File: src/rtl/iob_rr_arbiter.sv
// Round-robin arbiter sharing one IOb slave port among N_MASTERS IOb requesters.
// One transaction is outstanding at a time; a watchdog aborts transactions the slave never completes.
module iob_rr_arbiter #(
  parameter int N_MASTERS   = 2,
  parameter int ADDR_W      = 32,
  parameter int DATA_W      = 32,
  parameter int TIMEOUT_CYC = 255
) (
  input  logic                          clk_i,
  input  logic                          arst_i,
  input  logic [N_MASTERS-1:0]          m_valid_i,
  input  logic [N_MASTERS*ADDR_W-1:0]   m_address_i,
  input  logic [N_MASTERS*DATA_W-1:0]   m_wdata_i,
  input  logic [N_MASTERS*DATA_W/8-1:0] m_wstrb_i,
  output logic [N_MASTERS*DATA_W-1:0]   m_rdata_o,
  output logic [N_MASTERS-1:0]          m_ready_o,
  output logic                          valid_o,
  output logic [ADDR_W-1:0]             address_o,
  output logic [DATA_W-1:0]             wdata_o,
  output logic [DATA_W/8-1:0]           wstrb_o,
  input  logic [DATA_W-1:0]             rdata_i,
  input  logic                          ready_i,
  output logic [N_MASTERS-1:0]          grant_o,
  output logic                          timeout_o
);

  localparam int STRB_W = DATA_W / 8;
  localparam int IDX_W  = $clog2(N_MASTERS);
  localparam int CNT_W  = (TIMEOUT_CYC == 0) ? 1 : $clog2(TIMEOUT_CYC + 1);
  localparam logic [CNT_W-1:0] CNT_LAST = (TIMEOUT_CYC == 0) ? '0 : CNT_W'(TIMEOUT_CYC - 1);
  localparam logic [CNT_W-1:0] CNT_MAX  = {CNT_W{1'b1}};
  localparam logic WDOG_EN = (TIMEOUT_CYC != 0);

  typedef enum logic {IDLE, BUSY} state_t;

  state_t             state;
  logic [IDX_W-1:0]   last_grant;
  logic [IDX_W-1:0]   owner;
  logic [CNT_W-1:0]   cnt;

  logic               any_req;
  logic [IDX_W-1:0]   pick;
  logic [IDX_W:0]     sum;
  logic [IDX_W-1:0]   cand;
  logic [N_MASTERS-1:0] pick_onehot;
  logic [ADDR_W-1:0]  sel_addr;
  logic [DATA_W-1:0]  sel_wdata;
  logic [STRB_W-1:0]  sel_wstrb;
  logic               done;
  logic               abort;

  // Search upward from the master after the last owner, wrapping modulo N_MASTERS.
  always_comb begin
    any_req     = 1'b0;
    pick        = last_grant;
    sum         = '0;
    cand        = '0;
    pick_onehot = '0;
    sel_addr    = '0;
    sel_wdata   = '0;
    sel_wstrb   = '0;
    for (int k = 1; k <= N_MASTERS; k++) begin
      sum = {1'b0, last_grant} + (IDX_W+1)'(k);
      if (sum >= (IDX_W+1)'(N_MASTERS))
        sum = sum - (IDX_W+1)'(N_MASTERS);
      cand = sum[IDX_W-1:0];
      if (!any_req && m_valid_i[cand]) begin
        any_req = 1'b1;
        pick    = cand;
      end
    end
    for (int i = 0; i < N_MASTERS; i++) begin
      if (IDX_W'(i) == pick) begin
        pick_onehot[i] = 1'b1;
        sel_addr       = m_address_i[i*ADDR_W +: ADDR_W];
        sel_wdata      = m_wdata_i[i*DATA_W +: DATA_W];
        sel_wstrb      = m_wstrb_i[i*STRB_W +: STRB_W];
      end
    end
  end

  // A slave reply on the expiry cycle counts as a normal completion.
  assign done      = (state == BUSY) && ready_i;
  assign abort     = (state == BUSY) && !ready_i && WDOG_EN && (cnt == CNT_LAST);
  assign timeout_o = abort;

  always_comb begin
    m_ready_o = '0;
    m_rdata_o = '0;
    for (int i = 0; i < N_MASTERS; i++) begin
      if (IDX_W'(i) == owner) begin
        m_ready_o[i] = done | abort;
        if (done)
          m_rdata_o[i*DATA_W +: DATA_W] = rdata_i;
      end
    end
  end

  always_ff @(posedge clk_i or posedge arst_i) begin
    if (arst_i) begin
      state      <= IDLE;
      last_grant <= IDX_W'(N_MASTERS - 1);
      owner      <= '0;
      cnt        <= '0;
      grant_o    <= '0;
      valid_o    <= 1'b0;
      address_o  <= '0;
      wdata_o    <= '0;
      wstrb_o    <= '0;
    end else begin
      case (state)
        IDLE: begin
          if (any_req) begin
            state     <= BUSY;
            owner     <= pick;
            grant_o   <= pick_onehot;
            valid_o   <= 1'b1;
            address_o <= sel_addr;
            wdata_o   <= sel_wdata;
            wstrb_o   <= sel_wstrb;
            cnt       <= '0;
          end
        end
        BUSY: begin
          if (done || abort) begin
            state      <= IDLE;
            last_grant <= owner;
            grant_o    <= '0;
            valid_o    <= 1'b0;
          end else if (cnt != CNT_MAX) begin
            cnt <= cnt + 1'b1;
          end
        end
        default: state <= IDLE;
      endcase
    end
  end

endmodule

File: config.mk
export PLATFORM = sky130hd
export DESIGN_NAME = iob_rr_arbiter
export DESIGN_NICKNAME = d
export VERILOG_FILES = /design/src/rtl/iob_rr_arbiter.sv
export SDC_FILE = /design/constraint.sdc
export NUM_CORES = 1
export LEC_CHECK = 0
export CAP_MARGIN = 20
export CORE_AREA = 5 5 133 97
export DETAILED_ROUTE_END_ITERATION = 8
export DIE_AREA = 0 0 138 102
export PLACE_DENSITY_LB_ADDON = 0.2
export SLEW_MARGIN = 30
export SYNTH_ARGS = -nofsm -noshare
export SYNTH_HDL_FRONTEND = slang
export SYNTH_SLANG_ARGS = --single-unit
export TNS_END_PERCENT = 1
File: constraint.sdc
create_clock -name clk_i -period 3.65 [get_ports clk_i]
set_input_delay 0.365 -clock clk_i [delete_from_list [all_inputs] [get_ports clk_i]]
set_output_delay 0.365 -clock clk_i [all_outputs]
set_load 0.01 [all_outputs]
==> results of run 1 <==
[worst paths after layout]
check / to / slack, ns / depth (start not counted)
max: m_rdata_o[48] / 0.75 / 3
min: address_o[13]$_DFFE_PP0P_ / 0.32 / 2
max reg2reg: address_o[12]$_DFFE_PP0P_ / 1.70 / 5
min reg2reg: address_o[21]$_DFFE_PP0P_ / 0.49 / 2
max in group asynchronous: wdata_o[19]$_DFFE_PP0P_ / 2.54 / 3
min in group clk_i: address_o[21]$_DFFE_PP0P_ / 0.49 / 2
[cell families (layout without fill, tap and decap cells)]
family                   count (synthesis)  after routing  synth area share (%)
flip-flops                              82             82                  51.3
AO/OA/AOI/OAI                           92             92                  22.2
AND/OR/NAND/NOR                         91             91                  13.9
multiplexers                             1              1                 0.281
adder cells (fa/ha/maj)                  2              2                 0.625
buffers and inverters                  107            409                  11.7
[layout make-up]
type | instances | share of cell area, %
Inverter | 76 | 3.81
Sequential cell | 82 | 27.3
Clock inverter | 4 | 1.00
Clock buffer | 12 | 3.28
Multi-Input combinational cell | 186 | 19.9
Timing Repair Buffer | 317 | 42.0
Tap cell | 157 | 2.62
[metrics by stage]
| stage | cells | power [W] |
|---|---|---|
| finish | 834 | 0.00451 |
| global route | 834 | 0.00477 |
| CTS | 834 | 0.00456 |
| detailed placement | 818 | 0.00357 |
| global placement | 818 | 0.00352 |
| floorplan | 375 | 0.00235 |
[critical path, stage by stage, from the launching register on]
cell and delay (ns):
dfrtp_1 0.60, and3_1 0.75, and2_1 0.29, clkdlybuf4s50_1 0.55
[report_power, final]
part,internal (W),switching [W]
combinational,0.00116,0.000871
clock,0.000618,0.000348
sequential,0.00127,0.000247
total,0.00305,0.00147
[sequential cells by signal, summed over array words and instances (netlist names), 2 cells and up]
name,flops
address_o,32
cnt,8
grant_o,2
wdata_o,32
wstrb_o,4
[Yosys cell counts (2+ instances only)]
cell / n / share of area (%)
o31ai_1: 2 / 0.37
ha_1: 2 / 0.62
o311ai_0: 2 / 0.44
o21ai_0: 2 / 0.25
nand2_1: 2 / 0.19
buf_6: 6 / 1.7
o21ai_2: 3 / 0.66
a222oi_1: 68 / 17
and3_1: 4 / 0.62
nor2_1: 4 / 0.37
dfrtp_1: 81 / 51
a31o_2: 2 / 0.44
o211ai_1: 4 / 0.75
buf_4: 2 / 0.37
nand3_1: 11 / 1.4
clkbuf_1: 11 / 1.0
buf_2: 11 / 1.4
and2_1: 64 / 10
inv_1: 75 / 7.0
a31oi_1: 2 / 0.31
[cell usage in the layout (no fill, tap or decap), types with 2 or more instances in the layout]
master / count
and2_1: 64
clkbuf_16: 9
nor2_1: 4
ha_1: 2
o31ai_1: 2
o21ai_0: 2
bufinv_16: 2
clkinvlp_4: 2
o21ai_2: 2
a31o_2: 2
and3_1: 4
nand2_1: 2
a31oi_1: 2
a222oi_1: 68
buf_4: 7
inv_1: 74
clkbuf_1: 2
dfrtp_1: 81
o211ai_1: 4
nand3_1: 11
clkdlybuf4s50_1: 310
o311ai_0: 2
[per-layer routing]
metal	vias to the layer above	routed length [um]	global-route usage, %
li1	1968	-	-
met1	2049	6200	25.8
met3	33	1260	7.48
met5	-	0	0
met2	191	8110	37.6
met4	0	393	7.37
==> results.toml, run 1 <==
[run_status]
status = "complete, no violations"

[drt]
routed-via-count = 4241
drtAntennaViolNets = 0
first_pass_iters = 9
routed_wl_mm = 16.0
via_per_inst = 5.09
post_drt_wl_per_cell_um = 19.1
drtIter0Drc = 463
drc = 0

[sta]
relSlewSlack_pct = 46.9
finClkSkew_ns = 0.00463
setup_ws_ns = 0.750
period_share_pct = 79.4
tightest_slew_ns = 0.796
slew_violations = 0
min_period_ns = 2.90
hold_viol = 0
fmax_mhz = 345
whs_ns = 0.320
rsz0062_at_grt = "no"
setup_viol = 0
finalSetupTns_ns = 0

[floorplanning]
ioPinCount = 311
core-area_um2 = 11500
die_x_um = 138
die_area_um2 = 14100
start_util_pct = 34.9
die_h_um = 102
rows = 33

[finish]
fill_cells = 948
finalInstanceArea_um2 = 7510
drive_gt1_share_pct = 5.17
syn_to_final_growth_pct = 87.5
register_area_um2 = 2050
fin_util_pct = 65.4
antenna_cells = 0
final_nets = 847
multiInputGateArea_um2 = 1500

[global_routing]
antenna_found_initial = 0
grt_pass1_vias = 4513
grt_pass1_wl_mm = 24.4
grt_overflow = 0
grt_max_degree = 45
grtUsageTotal_pct = 21.8

[clock_network]
clk_latency_ns = 0.33
cts_buffer_depth = 2
cts_tree = "built"
clock_sinks = 82
cts.clk_slew.worst_paths_ns = 0.06
cts_buffers = 9
cts_max_level = 3
ctsHoldBuffers = 0
root_buffer = "clkbuf_16"
post_cts_buffers = 0
cts_resized = 0

[yosys]
syn_area_per_cell_um2 = 10.7
synth_cell_type_count = 37
synth-edff-count = 0
synth_ff_type = "dfrtp_1"
syn_inst = 375
yosys_register_bits = 82
syn-cell-area_um2 = 4010
synthArstFlopShare_pct = 100
yosysWarningCount = 0
syn_nets = 550
ys_seq_area_share_pct = 51.3

[power_and_ir_drop]
p_leak_nw = 3.34
ir_drop_uv = 329
power_density_nw_per_um2 = 601

[min_path]
min_path_type = "primary input to async pin"

[setup_path]
critPathCaptureType = "output pin"
path_max_fanout = 32
cp.required_ns = 3.28
startpoint = "state$_DFF_PP0_"
worst-setup-path-type = "flip-flop to output pin"
r2r-start = "state$_DFF_PP0_"
cp.arrival_ns = 2.53
critical_path.startpoint_type = "flip-flop"

[placement]
placed_cell_area_um2 = 7180
place_congestion = 0.798
pre_cts_slack_ns = 0.864
numPortBuffers = 310
dp_hpwl_mm = 12.4

[job]
cap_violations = 0
(Power assumes the default switching activity.)
==> run 2: changes to the inputs <==
CORE_AREA = 5 5 142 104   (was 5 5 133 97)
DIE_AREA = 0 0 147 109   (was 0 0 138 102)
clock period = 2.45 ns   (was 3.65 ns; I/O delays follow)
==> results.toml, run 2 (synthesis results as in run 1) <==
[clock_network]
cts_tree = "built"
post_cts_buffers = 0
cts.clk_slew.worst_paths_ns = 0.06
clock_sinks = 82
cts_buffer_depth = 2
clk_latency_ns = 0.33
cts_buffers = 9
cts_max_level = 3
root_buffer = "clkbuf_16"

[setup_path]
cp.required_ns = 2.20
path_max_fanout = 7
critPathCaptureType = "output pin"
cp.arrival_ns = 2.00
startpoint = "cnt[0]$_DFFE_PP0P_"
r2r-start = "state$_DFF_PP0_"
worst-setup-path-type = "flip-flop to output pin"
critical_path.startpoint_type = "flip-flop"

[drt]
routed-via-count = 4177
via_per_inst = 4.91
drc = 0
drtIter0Drc = 384
drtAntennaViolNets = 0
routed_wl_mm = 15.5
post_drt_wl_per_cell_um = 18.2
first_pass_iters = 6

[finish]
largestRegisters = "address_o (32), wdata_o (32), cnt (8)"
syn_to_final_growth_pct = 89.3
antenna_cells = 0
fin_util_pct = 56.7
final_nets = 849
layout_commonest_cell = "clkdlybuf4s50_1"
drive_gt1_share_pct = 5.89
mostFrequentLayoutCells = "308 x clkdlybuf4s50_1, 80 x dfrtp_1, 74 x inv_1"
finalInstanceArea_um2 = 7580

[floorplanning]
start_util_pct = 29.9
ioPinCount = 311
die_area_um2 = 16000
die_h_um = 109
rows = 36
die_x_um = 147
core-area_um2 = 13400

[placement]
numPortBuffers = 310
dp_hpwl_mm = 11.7
placed_cell_area_um2 = 7290
place_congestion = 0.752

[power_and_ir_drop]
ir_drop_uv = 408
power_density_nw_per_um2 = 872
p_leak_nw = 3.38

[sta]
fmax_mhz = 446
setup_viol = 0
min_period_ns = 2.24
slew_violations = 0
tightest_slew_ns = 0.616
finalSetupTns_ns = 0
hold_viol = 0
rsz0062_at_grt = "no"
finClkSkew_ns = 0.00438
relSlewSlack_pct = 58.9
period_share_pct = 91.5

[global_routing]
grt_max_degree = 83
grt_pass1_vias = 4379
antenna_found_initial = 0
grtUsageTotal_pct = 18.4
grt_overflow = 0
grt_pass1_wl_mm = 23.3

[min_path]
min_path_type = "primary input to async pin"

[run_status]
status = "complete, no violations"

[job]
cap_violations = 0
==> run 2: cell count changes in the layout (fill, tap and decap cells not counted), sizes merged, moves of 2 or more <==
cell,before,now
buf,7,9
clkinv,1,3
clkdlybuf4s50,310,308
bufinv,2,0
==> run 2: worst max-delay path, cell delays in order (launching register included) <==
cell	delay, ns
dfrtp_1	0.45
inv_1	0.09
ha_1	0.17
nand3_1	0.10
nor3_1	0.27
clkdlybuf4s50_1	0.59
==> run 2: metal layers <==
| metal | GRT usage [%] | vias up | part of all wire, % |
|---|---|---|---|
| met4 | 5.19 | 0 | 1.6 |
| met2 | 30.5 | 182 | 49 |
| li1 | - | 1971 | - |
| met1 | 23.2 | 2001 | 42 |
| met3 | 6.15 | 23 | 8.1 |
| met5 | 0 | - | 0 |
==> run 2: path summary, 6_finish.rpt <==
check	to	slack (ns)	depth (start not counted)
max in group asynchronous	address_o[18]$_DFFE_PP0P_	1.53	3
min in group clk_i	wdata_o[31]$_DFFE_PP0P_	0.49	2
max	timeout_o	0.21	5
min	wdata_o[8]$_DFFE_PP0P_	0.29	2
min reg2reg	wdata_o[31]$_DFFE_PP0P_	0.49	2
max reg2reg	address_o[19]$_DFFE_PP0P_	0.62	5
==> run 2: where the power goes <==
group          switching [W]  internal (W)  leakage (nW)
clock               0.000543      0.000745         0.138
sequential          0.000382       0.00190          1.02
combinational        0.00128       0.00176          2.23
==> run 2: metrics by stage <==
| step | hold WS [ns] | setup WS, ns | instances | total power [W] |
|---|---|---|---|---|
| after global routing | 0.351 | 0.0265 | 850 | 0.00703 |
| after global placement | 0.474 | 0.356 | 834 | 0.00532 |
| after floorplan | 0.370 | 0.0982 | 375 | 0.00349 |
| final | 0.295 | 0.209 | 850 | 0.00661 |
| after CTS | 0.318 | 0.0169 | 850 | 0.00669 |
| after detailed placement | 0.475 | 0.301 | 834 | 0.00535 |
==> run 2: repair_timing <==
item / CTS / global route
resized for setup: 1 / 2
pin swaps: 0 / 0
hold buffers: 0 / 0
endpoints found under the setup margin: 1 / 4
==> run 2: layout make-up <==
type	count	area (um2)
Clock buffer	11	253
Inverter	76	287
Sequential cell	82	2050
Fill cell	1122	5800
Tap cell	171	214
Clock inverter	5	37.5
Multi-Input combinational cell	186	1490
Timing Repair Buffer	319	3250
==> run 3: changes to the inputs <==
PLACE_DENSITY = 0.77   (was unset)
PLACE_DENSITY_LB_ADDON = unset   (was 0.2)
==> results.toml, run 3 (synthesis results as in run 1) <==
[clock_network]
cts_buffer_depth = 2
cts_max_level = 3
cts_buffers = 9
root_buffer = "clkbuf_16"
ctsHoldBuffers = 0
clk_latency_ns = 0.34
cts_tree = "built"
cts.clk_slew.worst_paths_ns = 0.07
clock_sinks = 82

[floorplanning]
core-area_um2 = 13400
die_area_um2 = 16000
start_util_pct = 29.9
rows = 36
die_x_um = 147
ioPinCount = 311
die_h_um = 109

[global_routing]
antenna_found_initial = 1
grt_pass1_wl_mm = 23.5
grt_overflow = 0
grt_use_met3_pct = 7.10
grtUsageMet2_pct = 31.5
grt_busiest_layer = "met2"
grtUsageTotal_pct = 18.6
grt_pass1_vias = 4379
met1_usage_pct = 22.3
grt_max_degree = 56

[sta]
min_period_ns = 2.38
slew_violations = 0
fmax_mhz = 420
finClkSkew_ns = 0.00807
rsz0062_at_grt = "yes"
period_share_pct = 97.2
hold_viol = 0
relSlewSlack_pct = 51.9
tightest_slew_ns = 0.721
setup_viol = 0

[finish]
syn_to_final_growth_pct = 88.7
fin_util_pct = 56.5
stdcell_count = 849
register_area_um2 = 2050
drive_gt1_share_pct = 5.90
finalInstanceArea_um2 = 7560
mostFrequentLayoutCells = "309 x clkdlybuf4s50_1, 80 x dfrtp_1, 74 x inv_1"
multiInputGateArea_um2 = 1490
layout_commonest_cell = "clkdlybuf4s50_1"
antenna_cells = 0
largestRegisters = "address_o (32), wdata_o (32), cnt (8)"
fill_cells = 1116
final_nets = 848

[job]
cap_violations = 0

[power_and_ir_drop]
power_density_nw_per_um2 = 886
ir_drop_uv = 448
p_total_w = 0.00669
p_leak_nw = 3.38

[placement]
placed_cell_area_um2 = 7240
place_congestion = 0.773
dp_hpwl_mm = 12.0
numPortBuffers = 310
placedCellCount = 833

[setup_path]
critical_path.startpoint_type = "flip-flop"
worst-setup-path-type = "flip-flop to output pin"
startpoint = "cnt[0]$_DFFE_PP0P_"
cp.buffers_inverters = 2
r2r_cells = 5
cp_slowest_stage_delay_ns = 0.50
critPathCaptureType = "output pin"
rrSetupSlack_ns = 0.59
critPathTopFamily = "buffers and inverters"
crit_slowest_cell = "clkdlybuf4s50_1"
timing.rr.end = "address_o[18]$_DFFE_PP0P_"
cp.required_ns = 2.20
r2r-start = "state$_DFF_PP0_"
critical_path.cell_chain = "inv_1 > ha_1 > nand3_1 > nor2_2 > o21ai_2 > nor2_1 > clkdlybuf4s50_1"
cp.arrival_ns = 2.14
path_max_fanout = 7

[min_path]
min_path_type = "primary input to async pin"

[drt]
routed_wl_mm = 15.6
routed-via-count = 4211
via_per_inst = 4.96
post_drt_wl_per_cell_um = 18.3
first_pass_iters = 7
drtAntennaViolNets = 0
drtIter0Drc = 497
drc = 0

[run_status]
status = "complete, no violations"
-- run 3: layout make-up --
type | instances | share of cell area [%]
clock inverters | 7 | 1.08
repair buffers | 318 | 42.4
inverters | 76 | 3.79
flip-flops and latches | 82 | 27.2
well taps | 171 | 2.83
clock buffers | 9 | 2.98
multi-input cells | 186 | 19.8
-- run 3: stage by stage --
step	hold slack, ns	setup TNS [ns]	setup slack, ns
6_report	0.277	0	0.0677
5_1_grt	0.324	-0.0939	-0.0939
4_1_cts	0.287	0	0.0185
3_5_place_dp	0.479	0	0.270
3_3_place_gp	0.472	0	0.311
2_1_floorplan	0.370	0	0.0982
-- run 3: what timing repair did --
action                     4_1_cts  5_1_grt
gates resized for setup          0        3
buffers inserted                 0        0
setup endpoints to repair        0       65
-- run 3: routing by layer --
metal,vias to the layer above,wire length (um)
met3,14,1230
met2,171,7910
met4,0,208
met5,-,0
li1,1971,-
met1,2055,6200
-- run 3: worst register-to-register path, delay by kind of cell, from the launching register on --
family	cells	cell delay, ns
flops	1	0.50
buf+inv	3	0.50
compound gates	2	0.79
-- run 3: power by group --
group / internal (W) / switching, W
clock: 0.000810 / 0.000578
combinational: 0.00175 / 0.00128
sequential: 0.00190 / 0.000378
-- run 3: how the worst max path moves through the flow --
stage               cells after the start                       end  slack, ns
floorplan                               1  address_o[0]$_DFFE_PP0P_        0.1
global placement                        6    wstrb_o[3]$_DFFE_PP0P_       0.31
detailed placement                      5             m_rdata_o[25]       0.27
CTS                                     7              m_ready_o[0]       0.02
global route                            7              m_ready_o[1]      -0.09
finish                                  7              m_ready_o[1]       0.07
==> variant 1 (config.mk and constraints of run 2) <==
The parameter `TIMEOUT_CYC` goes from 255 to 510.
--- a/src/rtl/iob_rr_arbiter.sv
+++ b/src/rtl/iob_rr_arbiter.sv
@@ -5,5 +5,5 @@
   parameter int ADDR_W      = 32,
   parameter int DATA_W      = 32,
-  parameter int TIMEOUT_CYC = 255
+  parameter int TIMEOUT_CYC = 510
 ) (
   input  logic                          clk_i,
Check against the original RTL: no difference found for any inputs over 4 cycles, from zero or initial values and one cycle with arst_i high; that may be too few to reach the edited logic, so the function may still have changed.
==> variant 1 against run 2 <==
- routed wire length is 2.0% higher
- sequential cell count is 1 higher
- setup slack better by 0.027 ns
- clock power is 21% higher
- worst hold slack worse by 0.0086 ns
- critical path depth stayed put
- final area is 1.2% higher
- first-iteration DRC count is 31% higher
- synthesized area is 0.53% higher
- cell count is 0.47% higher
- the flow now finishes with violations (DRC)
- via count is 0.50% higher
- global-route usage is 0.35 points higher
- power is 13% lower
- sequential power is 11% lower
- critical path type unchanged
- critical endpoint unchanged
- largest cell class unchanged
==> variant 1: results (changes against run 2) <==
CTS root buf clkbuf_16; critical path's top delay family buffers and inverters; Yosys cell types 41 (+11%); largest net degree at the start of global routing 68 (-18%); DP Wirelength 12.31 mm (+4.8%); internal power 4.036 mW (-8.4%); Placement Setup Slack 0.2838 ns (-0.01695 ns); RR Endpoint cnt[5]; Worst Tran Pin Value 0.6296 ns (+0.01397 ns); asr flop ratio synth 100.0% (unchanged); first-pass GRT wire length 23.49 mm (+0.71%); First-pass DRT Iterations 9 (+3); WP data arrival 1.97 ns (-0.03 ns); Routed WL 15.76 mm (+2.0%); Setup Skew 0.004526 ns (+0.0001484 ns); synth top area cells dfrtp_1, a222oi_1, and2_1; layout cells sized above 1 5.564% (-0.33 points); R2R setup slack 0.35 ns (-0.27 ns); Synth top area share 50.96% (+0.35 points); post-synthesis sequential area ratio 51.62% (+0.35 points); worst r2r src cnt[0]; NumNets Final 854 (+0.59%); syn nets 554 (+0.73%); drt initial violations 503 (+31%); top post-synthesis cells by count dfrtp_1, inv_1, a222oi_1, and2_1, buf_2; H-Tree Depth 3 (unchanged); Vias 4,198 (+0.50%); Yosys warning count 0 (unchanged); vias in the first global route 4,287 (-2.1%); Combinational Power 2.14 mW (-30%); VDD IR max 0.5585 mV (+37%); # DRC 1 (+1); worst reg-to-reg path cell count 8 (+3); GR Layer Usage met2 34.28% (+3.8 points); Clk. pwr 1.56 mW (+21%); violated checks DRC; Post-Route M1 WL 5.748 mm (-10%); Reg clk slew, reported paths 0.06 ns (about the same); met3 GRT Util 7.894% (+1.7 points); f_max 451.6 MHz (+1.2%); Tot GR Track Use 18.74% (+0.35 points); post-CTS setup buffers 0 (unchanged); CP startpoint cnt[1]; CP max-delay cell clkdlybuf4s50_1; P_leak 3.422 nW (+1.1%); RD Place Congestion 0.9128 (+21%); CTS Buf Count 9 (unchanged); global routing usage on met1 20.58% (-2.7 points); maximum fanout along the worst path 5 (-2); ANT cells 0 (unchanged); initial antenna violation count 0 (unchanged); hold_ws 0.2862 ns (-0.008578 ns); met3 wire len 1.653 mm (+32%); met2 wire len 8.238 mm (+9.4%); clock buffer depth 2 (unchanged); Top Registers address_o: 32 flops, wdata_o: 32 flops, cnt: 9 flops; outcome finished with violations
## variant 1: final cells by class
class | count | area (µm²)
Fill cell | 1127 | 5705
Timing Repair Buffer | 320 | 3254
Sequential cell | 83 | 2079
Multi-Input combinational cell | 188 | 1495
Inverter | 76 | 286.5
Clock buffer | 10 | 229.0
Tap cell | 171 | 214.0
Clock inverter | 6 | 113.9
## variant 1: per-stage QoR
| stage | area, µm² | cells | power, mW | utilization (%) |
|---|---|---|---|---|
| CTS | 7669 | 854 | 5.797 | 57.32 |
| global route | 7672 | 854 | 6.050 | 57.35 |
| global placement | 7327 | 838 | 4.160 | 54.77 |
| finish | 7672 | 854 | 5.720 | 57.35 |
| detailed placement | 7327 | 838 | 4.212 | 54.77 |
| floorplan | 4026 | 378 | 2.875 | - |
## variant 1: logic make-up after synthesis
kind of cell	synth area share, %
muxes	0.2797
buffers and inverters	11.53
adders and majority gates	0.9324
AOI/OAI and AO/OA	21.69
and+or+nand+nor	13.95
DFF	51.62
==> variant 2 (settings of run 2) <==
Made on the original files. Reset style: synchronous (`arst_i`), changed in one clocked block.
--- a/src/rtl/iob_rr_arbiter.sv
+++ b/src/rtl/iob_rr_arbiter.sv
@@ -97,5 +97,5 @@
   end
 
-  always_ff @(posedge clk_i or posedge arst_i) begin
+  always_ff @(posedge clk_i) begin
     if (arst_i) begin
       state      <= IDLE;
Function: differs if arst_i is asserted again (counterexample within 4 cycles, from zero or initial values and one cycle with arst_i high); with arst_i held inactive, the same outputs for 4 cycles.
==> variant 2 against run 2 <==
- global-route usage increased by 0.16 points
- maximum frequency decreased by 2.4%
- routed wire length up 2.0%
- final area grew 2.4%
- synthesized area increased by 4.2%
- critical endpoint is now m_ready_o[1]
- setup slack lost 0.054 ns
- sequential cell count is the same
Power is not compared: it rests on default switching activity, and its combinational part moved more than twofold at a synthesized area within 25%.
==> variant 2: results (changes against run 2) <==
P_leak roughly 3.1 nW; vias in the first global route 4,293 (-2.0%); Reg clk slew, reported paths 0.07 ns; synth top area cells dfxtp_1, mux2i_1, a211oi_1; Hold Path Depth 2; initial antenna violation count 1 (+1); outcome finished, final reports clean; top post-synthesis cells by count dfxtp_1, nor2_1, a211oi_1, mux2i_1, and2_1; global routing usage on met1 19.40% (-3.8 points); placed cell area 7473 µm² (+2.5%); min-delay src arst_i; CTS root buf clkbuf_16; CTS Buf Count 9 (unchanged); met3 wire len 1.386 mm (+10%); Post-Syn Instances 463 (+23%); GR Layer Usage met2 34.80% (+4.3 points); port buffer count 310 (unchanged); asr flop ratio synth 0% (-100 points); worst r2r src cnt[0]; WP data arrival 2.05 ns (+0.05 ns); first-pass GRT wire length 23.26 mm (-0.27%); clock latency on the worst-skew pair 0.34 ns; post-synthesis sequential area ratio 39.32% (-12 points); maximum fanout along the worst path 6 (-1); Routed WL 15.76 mm (+2.0%); syn nets 638 (+16%); Max stage delay on crit path 0.54 ns (-0.05 ns); Slew headroom 67.99% (+9.1 points); Tot GR Track Use 18.56% (+0.16 points); dpl cells 916 (+9.8%); Setup Skew 0.006167 ns (+0.001789 ns); layout cells sized above 1 5.388% (-0.50 points); drt initial violations 169 (-56%); highest metal used met4; Hold Path Class in2reg; critical path's top delay family buffers and inverters; worst reg-to-reg path cell count 5 (unchanged); H-Tree Depth 3 (unchanged); Yosys cell types 44 (+19%); DP Wirelength 12.85 mm (+9.4%); met3 GRT Util 6.938% (+0.79 points); clock buffer depth 2 (unchanged); Placement Setup Slack 0.1745 ns (-0.1263 ns); met2 wire len 8.224 mm (+9.3%); RR Endpoint cnt[7]; hold_ws 0.1624 ns (-0.1324 ns); Vias 4,414 (+5.7%); CP max-delay cell clkdlybuf4s50_1; First-pass DRT Iterations 4 (-2); RD Place Congestion 0.8984 (+20%); grt total ovfl 0 (unchanged); VDD IR max approximately 0.33 mV; Routed WL per cell 16.89 µm (-7.1%); Synth Flop Type dfxtp_1; Worst Hold End last_grant; Post-Route M1 WL 5.779 mm (-10%); R2R setup slack 0.64 ns (+0.02 ns); NumNets Final 931 (+9.7%); largest net degree at the start of global routing 89 (+7.2%)
variant 2: cell types whose count changed in the layout (fill, tap and decap cells not counted), sizes merged, moves of 4 or more:
cell / run 2 / this run
buf: 9 / 13
dfrtp: 81 / 0
a211oi: 1 / 71
a222oi: 68 / 0
nand3: 11 / 4
nand2: 2 / 6
dfxtp: 0 / 82
nor2: 4 / 75
inv: 76 / 5
mux2i: 0 / 68
o211ai: 4 / 0
a21oi: 1 / 7
variant 2: final cells by class:
cell class / count / area [µm²]
clock inverters: 7 / 62.56
diodes: 1 / 2.502
repair buffers: 322 / 3252
fillers: 1160 / 5612
flip-flops and latches: 82 / 1643
multi-input cells: 338 / 2351
clock buffers: 9 / 225.2
well taps: 171 / 214.0
inverters: 3 / 16.27
variant 2: worst max path at each step:
stage	startpoint	endpoint	slack, ns	cells after the start
6_report	cnt[0]	m_ready_o[1]	0.15	6
2_1_floorplan	cnt[0]	cnt[1]	0.85	7
3_5_place_dp	ready_i	m_rdata_o[50]	0.17	6
5_1_grt	cnt[0]	m_ready_o[1]	0.02	6
3_3_place_gp	ready_i	m_ready_o[0]	0.18	7
4_1_cts	state	m_rdata_o[50]	0.05	4
variant 2: cells by family after synthesis:
group,after synthesis,share of synthesized area (%)
and+or+nand+nor,172,21.61
AOI/OAI and AO/OA,96,17.38
DFF,82,39.32
muxes,68,16.30
buffers and inverters,43,4.795
adders and majority gates,2,0.5992
variant 2: power breakdown:
group	total, mW	switching (mW)	internal, mW
Sequential	1.53	0.0704	1.46
Clock	1.30	0.590	0.708
Combinational	1.19	0.484	0.703
Total	4.02	1.14	2.87
variant 2: repair_timing:
action | 4_1_cts | 5_1_grt
endpoints found under the setup margin | 1 | 2
resized for setup | 1 | 2
endpoints found under the hold margin | 0 | 0
hold buffers | 0 | 0
